$ cat src/rtl/skip_add_sequencer_if.sv
// Handshake and operand/result bundle between a wide-arithmetic client and skip_add_sequencer.
// The optional subtract request line exists only when SKIP_ADD_SEQ_SUB_EN is defined.
interface skip_add_sequencer_if #(
  parameter int OP_WIDTH = 64
);
  logic                start;
  logic [OP_WIDTH-1:0] a;
  logic [OP_WIDTH-1:0] b;
  logic                cin;
`ifdef SKIP_ADD_SEQ_SUB_EN
  logic                sub;
`endif
  logic                ready;
  logic                busy;
  logic                done;
  logic [OP_WIDTH-1:0] sum;
  logic                cout;

`ifdef SKIP_ADD_SEQ_SUB_EN
  modport master (output start, a, b, cin, sub, input ready, busy, done, sum, cout);
  modport slave  (input start, a, b, cin, sub, output ready, busy, done, sum, cout);
`else
  modport master (output start, a, b, cin, input ready, busy, done, sum, cout);
  modport slave  (input start, a, b, cin, output ready, busy, done, sum, cout);
`endif
endinterface

$ cat src/rtl/skip_add_sequencer.sv
// Multi-cycle wide adder: one 16-bit carry-skip adder reused over OP_WIDTH/16 cycles.
// Optional subtract mode is enabled by defining SKIP_ADD_SEQ_SUB_EN.
module skip_carry_adder (
  input  logic [15:0] i_a,
  input  logic [15:0] i_b,
  input  logic        i_cin,
  output logic [15:0] o_sum,
  output logic        o_cout
);
  logic [15:0] w_p;
  logic [15:0] w_g;
  logic [4:0]  w_blk_c;

  assign w_p        = i_a ^ i_b;
  assign w_g        = i_a & i_b;
  assign w_blk_c[0] = i_cin;

  // Four 4-bit ripple blocks; a fully propagating block forwards its carry-in directly.
  for (genvar blk = 0; blk < 4; blk++) begin : g_blk
    logic [4:0] w_rc;
    assign w_rc[0] = w_blk_c[blk];
    for (genvar bt = 0; bt < 4; bt++) begin : g_bit
      assign w_rc[bt+1]         = w_g[blk*4+bt] | (w_p[blk*4+bt] & w_rc[bt]);
      assign o_sum[blk*4+bt]    = w_p[blk*4+bt] ^ w_rc[bt];
    end
    assign w_blk_c[blk+1] = (&w_p[blk*4 +: 4]) ? w_blk_c[blk] : w_rc[4];
  end

  assign o_cout = w_blk_c[4];
endmodule

module skip_add_sequencer #(
  parameter int OP_WIDTH    = 64,
  parameter int SLICE_WIDTH = 16
) (
  input  logic                 clk,
  input  logic                 rst_n,
  skip_add_sequencer_if.slave  bus
);
  localparam int N     = OP_WIDTH / SLICE_WIDTH;
  localparam int IDX_W = (N > 1) ? $clog2(N) : 1;
  localparam logic [IDX_W-1:0] LAST_IDX = IDX_W'(N - 1);

  if ((OP_WIDTH < 16) || ((OP_WIDTH % 16) != 0) || (SLICE_WIDTH != 16)) begin : g_bad_width
    $error("skip_add_sequencer: OP_WIDTH must be a positive multiple of 16 and SLICE_WIDTH 16");
  end

  typedef enum logic [1:0] {
    S_IDLE = 2'd0,
    S_RUN  = 2'd1,
    S_DONE = 2'd2
  } state_t;

  state_t              r_state;
  state_t              w_next;
  logic [OP_WIDTH-1:0] r_a;
  logic [OP_WIDTH-1:0] r_b;
  logic [OP_WIDTH-1:0] r_sum;
  logic [IDX_W-1:0]    r_idx;
  logic                r_carry;
  logic                r_cout;
  logic                r_ready;
  logic                r_busy;
  logic                r_done;
  logic [15:0]         w_slice_a;
  logic [15:0]         w_slice_b;
  logic [15:0]         w_slice_sum;
  logic                w_slice_cout;
  logic                w_accept;
  logic                w_last;
  logic [OP_WIDTH-1:0] w_b_load;
  logic                w_c_load;

  assign w_accept  = (r_state == S_IDLE) && bus.start;
  assign w_last    = (r_idx == LAST_IDX);
  assign w_slice_a = r_a[int'(r_idx)*SLICE_WIDTH +: SLICE_WIDTH];
  assign w_slice_b = r_b[int'(r_idx)*SLICE_WIDTH +: SLICE_WIDTH];

`ifdef SKIP_ADD_SEQ_SUB_EN
  // Subtraction as a + ~b + 1; cin is ignored when sub is requested.
  assign w_b_load = bus.sub ? ~bus.b : bus.b;
  assign w_c_load = bus.sub ? 1'b1 : bus.cin;
`else
  assign w_b_load = bus.b;
  assign w_c_load = bus.cin;
`endif

  skip_carry_adder u_adder (
    .i_a    (w_slice_a),
    .i_b    (w_slice_b),
    .i_cin  (r_carry),
    .o_sum  (w_slice_sum),
    .o_cout (w_slice_cout)
  );

  // Next-state decode.
  always_comb begin
    w_next = r_state;
    case (r_state)
      S_IDLE: begin
        if (bus.start) w_next = S_RUN;
        else           w_next = S_IDLE;
      end
      S_RUN: begin
        if (w_last) w_next = S_DONE;
        else        w_next = S_RUN;
      end
      S_DONE:  w_next = S_IDLE;
      default: w_next = S_IDLE;
    endcase
  end

  // State register; status flags are registered from the next state so they align with it.
  always_ff @(posedge clk) begin
    if (!rst_n) begin
      r_state <= S_IDLE;
      r_ready <= 1'b1;
      r_busy  <= 1'b0;
      r_done  <= 1'b0;
    end else begin
      r_state <= w_next;
      r_ready <= (w_next == S_IDLE);
      r_busy  <= (w_next == S_RUN) || (w_next == S_DONE);
      r_done  <= (w_next == S_DONE);
    end
  end

  // Operand capture and slice-by-slice sum assembly.
  always_ff @(posedge clk) begin
    if (!rst_n) begin
      r_a     <= {OP_WIDTH{1'b0}};
      r_b     <= {OP_WIDTH{1'b0}};
      r_sum   <= {OP_WIDTH{1'b0}};
      r_idx   <= {IDX_W{1'b0}};
      r_carry <= 1'b0;
      r_cout  <= 1'b0;
    end else begin
      case (r_state)
        S_IDLE: begin
          if (w_accept) begin
            r_a     <= bus.a;
            r_b     <= w_b_load;
            r_carry <= w_c_load;
            r_idx   <= {IDX_W{1'b0}};
          end
        end
        S_RUN: begin
          r_sum[int'(r_idx)*SLICE_WIDTH +: SLICE_WIDTH] <= w_slice_sum;
          r_carry <= w_slice_cout;
          r_idx   <= w_last ? {IDX_W{1'b0}} : r_idx + IDX_W'(1);
          if (w_last) r_cout <= w_slice_cout;
        end
        default: begin
        end
      endcase
    end
  end

  assign bus.ready = r_ready;
  assign bus.busy  = r_busy;
  assign bus.done  = r_done;
  assign bus.sum   = r_sum;
  assign bus.cout  = r_cout;
endmodule

$ cat src/flat_wrapper.sv
// flat-port wrapper written by rule: the top's interface ports become plain ports
module skip_add_sequencer_flat 
#(
  parameter int OP_WIDTH    = 64,
  parameter int SLICE_WIDTH = 16
)
  (clk, rst_n, bus_start, bus_a, bus_b, bus_cin, bus_ready, bus_busy, bus_done, bus_sum, bus_cout);
  skip_add_sequencer_if #(.OP_WIDTH(OP_WIDTH)) bus_i ();
  input  logic clk;
  input  logic rst_n;
  input wire logic [$bits(bus_i.start)-1:0] bus_start;
  input wire logic [$bits(bus_i.a)-1:0] bus_a;
  input wire logic [$bits(bus_i.b)-1:0] bus_b;
  input wire logic [$bits(bus_i.cin)-1:0] bus_cin;
  output wire logic [$bits(bus_i.ready)-1:0] bus_ready;
  output wire logic [$bits(bus_i.busy)-1:0] bus_busy;
  output wire logic [$bits(bus_i.done)-1:0] bus_done;
  output wire logic [$bits(bus_i.sum)-1:0] bus_sum;
  output wire logic [$bits(bus_i.cout)-1:0] bus_cout;
  assign bus_i.start = bus_start;
  assign bus_i.a = bus_a;
  assign bus_i.b = bus_b;
  assign bus_i.cin = bus_cin;
  assign bus_ready = bus_i.ready;
  assign bus_busy = bus_i.busy;
  assign bus_done = bus_i.done;
  assign bus_sum = bus_i.sum;
  assign bus_cout = bus_i.cout;
  skip_add_sequencer #(.OP_WIDTH(OP_WIDTH), .SLICE_WIDTH(SLICE_WIDTH)) u_core (.clk(clk), .rst_n(rst_n), .bus(bus_i));
endmodule
$ cat config.mk
export PLATFORM = sky130hd
export DESIGN_NAME = skip_add_sequencer_flat
export DESIGN_NICKNAME = d
export VERILOG_FILES = /design/src/rtl/skip_add_sequencer_if.sv /design/src/rtl/skip_add_sequencer.sv /design/src/flat_wrapper.sv
export SDC_FILE = /design/constraint.sdc
export NUM_CORES = 1
export LEC_CHECK = 0
export BUFFER_PORTS_ARGS = -buffer_cell sky130_fd_sc_hd__buf_2
export CAP_MARGIN = 20
export CORE_AREA = 4 4 144 146
export DETAILED_ROUTE_END_ITERATION = 7
export DIE_AREA = 0 0 148 150
export GPL_TIMING_DRIVEN = 0
export PLACE_DENSITY = 0.67
export SYNTH_ARGS = -nofsm -noshare
export SYNTH_HDL_FRONTEND = slang
export SYNTH_HIERARCHICAL = 1
export SYNTH_SLANG_ARGS = --single-unit
$ cat constraint.sdc
create_clock -name clk -period 19.54 [get_ports clk]
set_clock_uncertainty 0.2 [all_clocks]
set_input_delay 2.931 -clock clk [delete_from_list [all_inputs] [get_ports clk]]
set_output_delay 2.931 -clock clk [all_outputs]
set_load 0.005 [all_outputs]
==> run_results.csv <==
group,metric,value,unit
route,detail_route.wl_per_cell,17.6,um
worst_setup_path,timing.critical_path.max_delay_family,"adder cells",
power,power.combinational.fraction,0.125,
floorplan,fp.dieW,148,um
timing,fin_hold_ws,0.254,ns
worst_setup_path,worstSetupPathType,"reg2reg",
power,p_leak,4.58,nW
clock_tree,clockBufferDepth,3,
clock_tree,cts_hold_buf,0,
worst_setup_path,timing.critical_path.buf_inv,7,
worst_setup_path,worst-path-max-fanout,10,
route,drt_drc_violations_left,0,
cells_and_area,design_area,0.0106,mm2
route,route.antenna.remaining_nets,0,
timing,hold_viol,0,
grt,grt_antenna_before_repair,0,
clock_tree,cts-buffers-inserted,21,
place,place_ws,10.26,ns
floorplan,floorplan.rows,51,
worst_setup_path,cp_data_required_time,19.75,ns
synth,ys_types,39,
power,ir_drop,0.0000579,V
synth,netlist_area,0.00858,mm2
worst_setup_path,worstSetupEndpoint,"u_core/bus.sum[63]",
cells_and_area,antenna_cell_count,0,
worst_setup_path,worstReg2RegStart,"u_core/r_idx[1]",
cells_and_area,num-nets-final,1307,
grt,track_usage,0.217,
timing,timing.setup.tns,0,ns
timing,period_needed,9.30,ns
timing,setup-violations-final,0,
floorplan,core_region_area,0.0194,mm2
place,last_weighted_congestion_value_of_the_routability_driven_placer,0.838,
place,post-dp-hpwl,19200,um
cells_and_area,area_growth_from_synthesis_to_final_layout,23.2,%
flow_run,cap_violations,0,
worst_setup_path,timing.critical_path.mode_cell,"fa_1",
synth,synth-seq-cells,201,
synth,synth_edf_count,0,
floorplan,initial_utilization,0.442,
power,net-switching-power,0.238,mW
route,drt_pass1_iterations,4,
power,switching_share,0.251,
clock_tree,clock_latency_of_the_later_clocked_register_in_the_worst_skew_pair,0.49,ns
worst_setup_path,slowest_stage,"mux4_2",
route,viasPerCell,5.12,
floorplan,floorplan.die_area,0.0222,mm2
synth,synth.net_count,1086,
worst_setup_path,worst-path-stages,31,
worst_setup_path,worstSetupEndpointType,"flop",
synth,yosys_warnings,6,
worst_setup_path,depth_of_the_worst_register_to_register_path,31,
cells_and_area,drive_gt1_frac,0.287,
timing,drv_slew,0,
cells_and_area,finish.utilization,0.545,
synth,mean_post_synth_cell_area,9.37,um2
route,detail_route.wirelength,24800,um
place,place.port_buffers,198,
timing,timing.slew.headroom,0.564,
clock_tree,cts_sinks,201,
synth,yosys_most_used_dff,"dfxtp_1",
worst_setup_path,critical_path.startpoint_type,"flop",
power,power.density_cell_area,90.0,mW/mm2
timing,achievable-frequency,0.107,GHz
worst_hold_path,min-delay-path-class,"reg2reg",
clock_tree,root_buffer_cell,"clkbuf_16",
timing,rsz0062_at_grt,"false",
timing,post-route-period-util,0.476,
run_status,run_status,"complete, no violations",
synth,synthCells,915,
clock_tree,post_cts.resized_instances,0,
worst_setup_path,r2r_setup_slack,10.24,ns
worst_setup_path,worst_ep_arrival_time,9.52,ns
floorplan,top_level_ports,200,
floorplan,die_height,150,um
worst_setup_path,critPathMaxStageDelay,0.42,ns
worst_setup_path,r2r-end,"u_core/bus.sum[63]",
grt,grt_start_max_net_pins,14,
timing,setup_ws,10.24,ns
place,placedInstanceArea,0.00990,mm2
power,cell_internal_power_dissipation,0.713,mW
route,drt_iter0_markers,392,
clock_tree,cts.repair_timing.setup_buffer_count,0,
timing,worst_pin_slew,0.654,ns
grt,grt_pass1_vias,7065,
synth,synth_sequential_area_ratio,0.469,
clock_tree,path_clk_slew,0.06,ns
clock_tree,cts_htree_levels,1,
grt,grt_overflow,0,
clock_tree,cts_tree,"done",
grt,grt_first_pass_wirelength,38000,um
power,pwr-share-clk,0.413,
worst_setup_path,timing.critical_path.from,"u_core/r_idx[1]",
power,share_seq_of_total_power,0.462,
route,route.vias.total,7235,
synth,async_reset_ff_frac,0,
==> stage by stage <==
stage | power [mW] | instances
after floorplan | 0.519 | 915
after global placement | 0.565 | 1378
after detailed placement | 0.567 | 1378
after CTS | 0.959 | 1413
after global routing | 0.990 | 1413
final | 0.951 | 1413
==> cell usage after synthesis, drive strengths merged (3+ instances only) <==
| library cell | instances | area, um2 |
|---|---|---|
| a21oi | 131 | 656 |
| a22o | 16 | 140 |
| buf | 51 | 379 |
| clkbuf | 19 | 71.3 |
| dfxtp | 201 | 4020 |
| fa | 16 | 320 |
| ha | 23 | 288 |
| inv | 16 | 65.1 |
| mux4 | 32 | 721 |
| nand2 | 323 | 1220 |
| nand2b | 3 | 18.8 |
| nand4 | 6 | 67.6 |
| nor2 | 9 | 33.8 |
| o22ai | 49 | 369 |
==> layer usage <==
layer	up-vias	routed length (um)	global-route usage
li1	3542	-	-
met1	3398	10900	0.294
met2	253	11600	0.360
met3	42	1670	0.0363
met4	0	669	0.0591
met5	-	0	0
==> cells by family (layout without fill, tap and decap cells) <==
group	after synthesis	after routing	synth area share
buffers and inverters	86	319	0.0601
AOI/OAI and AO/OA	203	203	0.142
and+or+nand+nor	352	352	0.171
adders and majority gates	39	39	0.0709
DFF	201	201	0.469
muxes	34	34	0.0869
==> area by class of cell <==
type | count | area (um2)
multi-input combinational | 628 | 4040
fill | 1827 | 8830
inverter | 16 | 65.1
sequential | 201 | 4020
clock inverter | 5 | 80.1
buffer | 70 | 450
timing repair buffer | 198 | 991
tap | 265 | 332
clock buffer | 30 | 589
==> flip-flops by register name, summed over array words and instances, names as in the netlist <==
register / flops
u_core/r_state: 2
u_core/bus.ready: 1
u_core/bus.sum: 64
u_core/r_carry: 1
u_core/r_idx: 2
u_core/bus.busy: 1
u_core/r_a: 64
u_core/r_b: 64
u_core/bus.done: 1
u_core/bus.cout: 1
==> worst min-delay path by stage <==
stage	start	to	slack [ns]	depth (start not counted)
after floorplan	u_core/r_a[25]	u_core/r_a[25]	0.23	2
after global placement	u_core/r_b[17]	u_core/r_b[17]	0.24	2
after detailed placement	u_core/r_a[45]	u_core/r_a[45]	0.25	2
after CTS	u_core/r_a[45]	u_core/r_a[45]	0.25	2
after global routing	u_core/r_a[5]	u_core/r_a[5]	0.27	2
final	u_core/r_b[32]	u_core/r_b[32]	0.25	2
==> power groups by stage <==
stage / Combinational [mW] / Sequential (mW) / Clock (mW)
finish: 0.119 / 0.439 / 0.392
floorplan: 0.0755 / 0.444 / 0
global placement: 0.117 / 0.447 / 0
global route: 0.131 / 0.441 / 0.419
CTS: 0.119 / 0.439 / 0.400
detailed placement: 0.119 / 0.448 / 0
==> worst reg2reg max path: cells and delay by family, from the launching register on <==
kind | cells | cell delay (ns)
AO/OA/AOI/OAI | 2 | 0.43
flip-flops | 1 | 0.36
buffers and inverters | 7 | 1.16
adder cells (fa/ha/maj) | 16 | 6.00
multiplexers | 2 | 0.71
AND/OR/NAND/NOR | 4 | 0.35
==> placed cells by master, fill, tap and decap left out, types with 21 or more instances in the layout <==
| master | Yosys | layout |
|---|---|---|
| a21oi_1 | 131 | 131 |
| buf_2 | 24 | 222 |
| clkbuf_1 | 19 | 25 |
| clkbuf_16 | 0 | 21 |
| dfxtp_1 | 201 | 201 |
| ha_1 | 23 | 23 |
| mux4_2 | 32 | 32 |
| nand2_1 | 322 | 322 |
| o22ai_1 | 39 | 39 |
(Power assumes the default switching activity.)
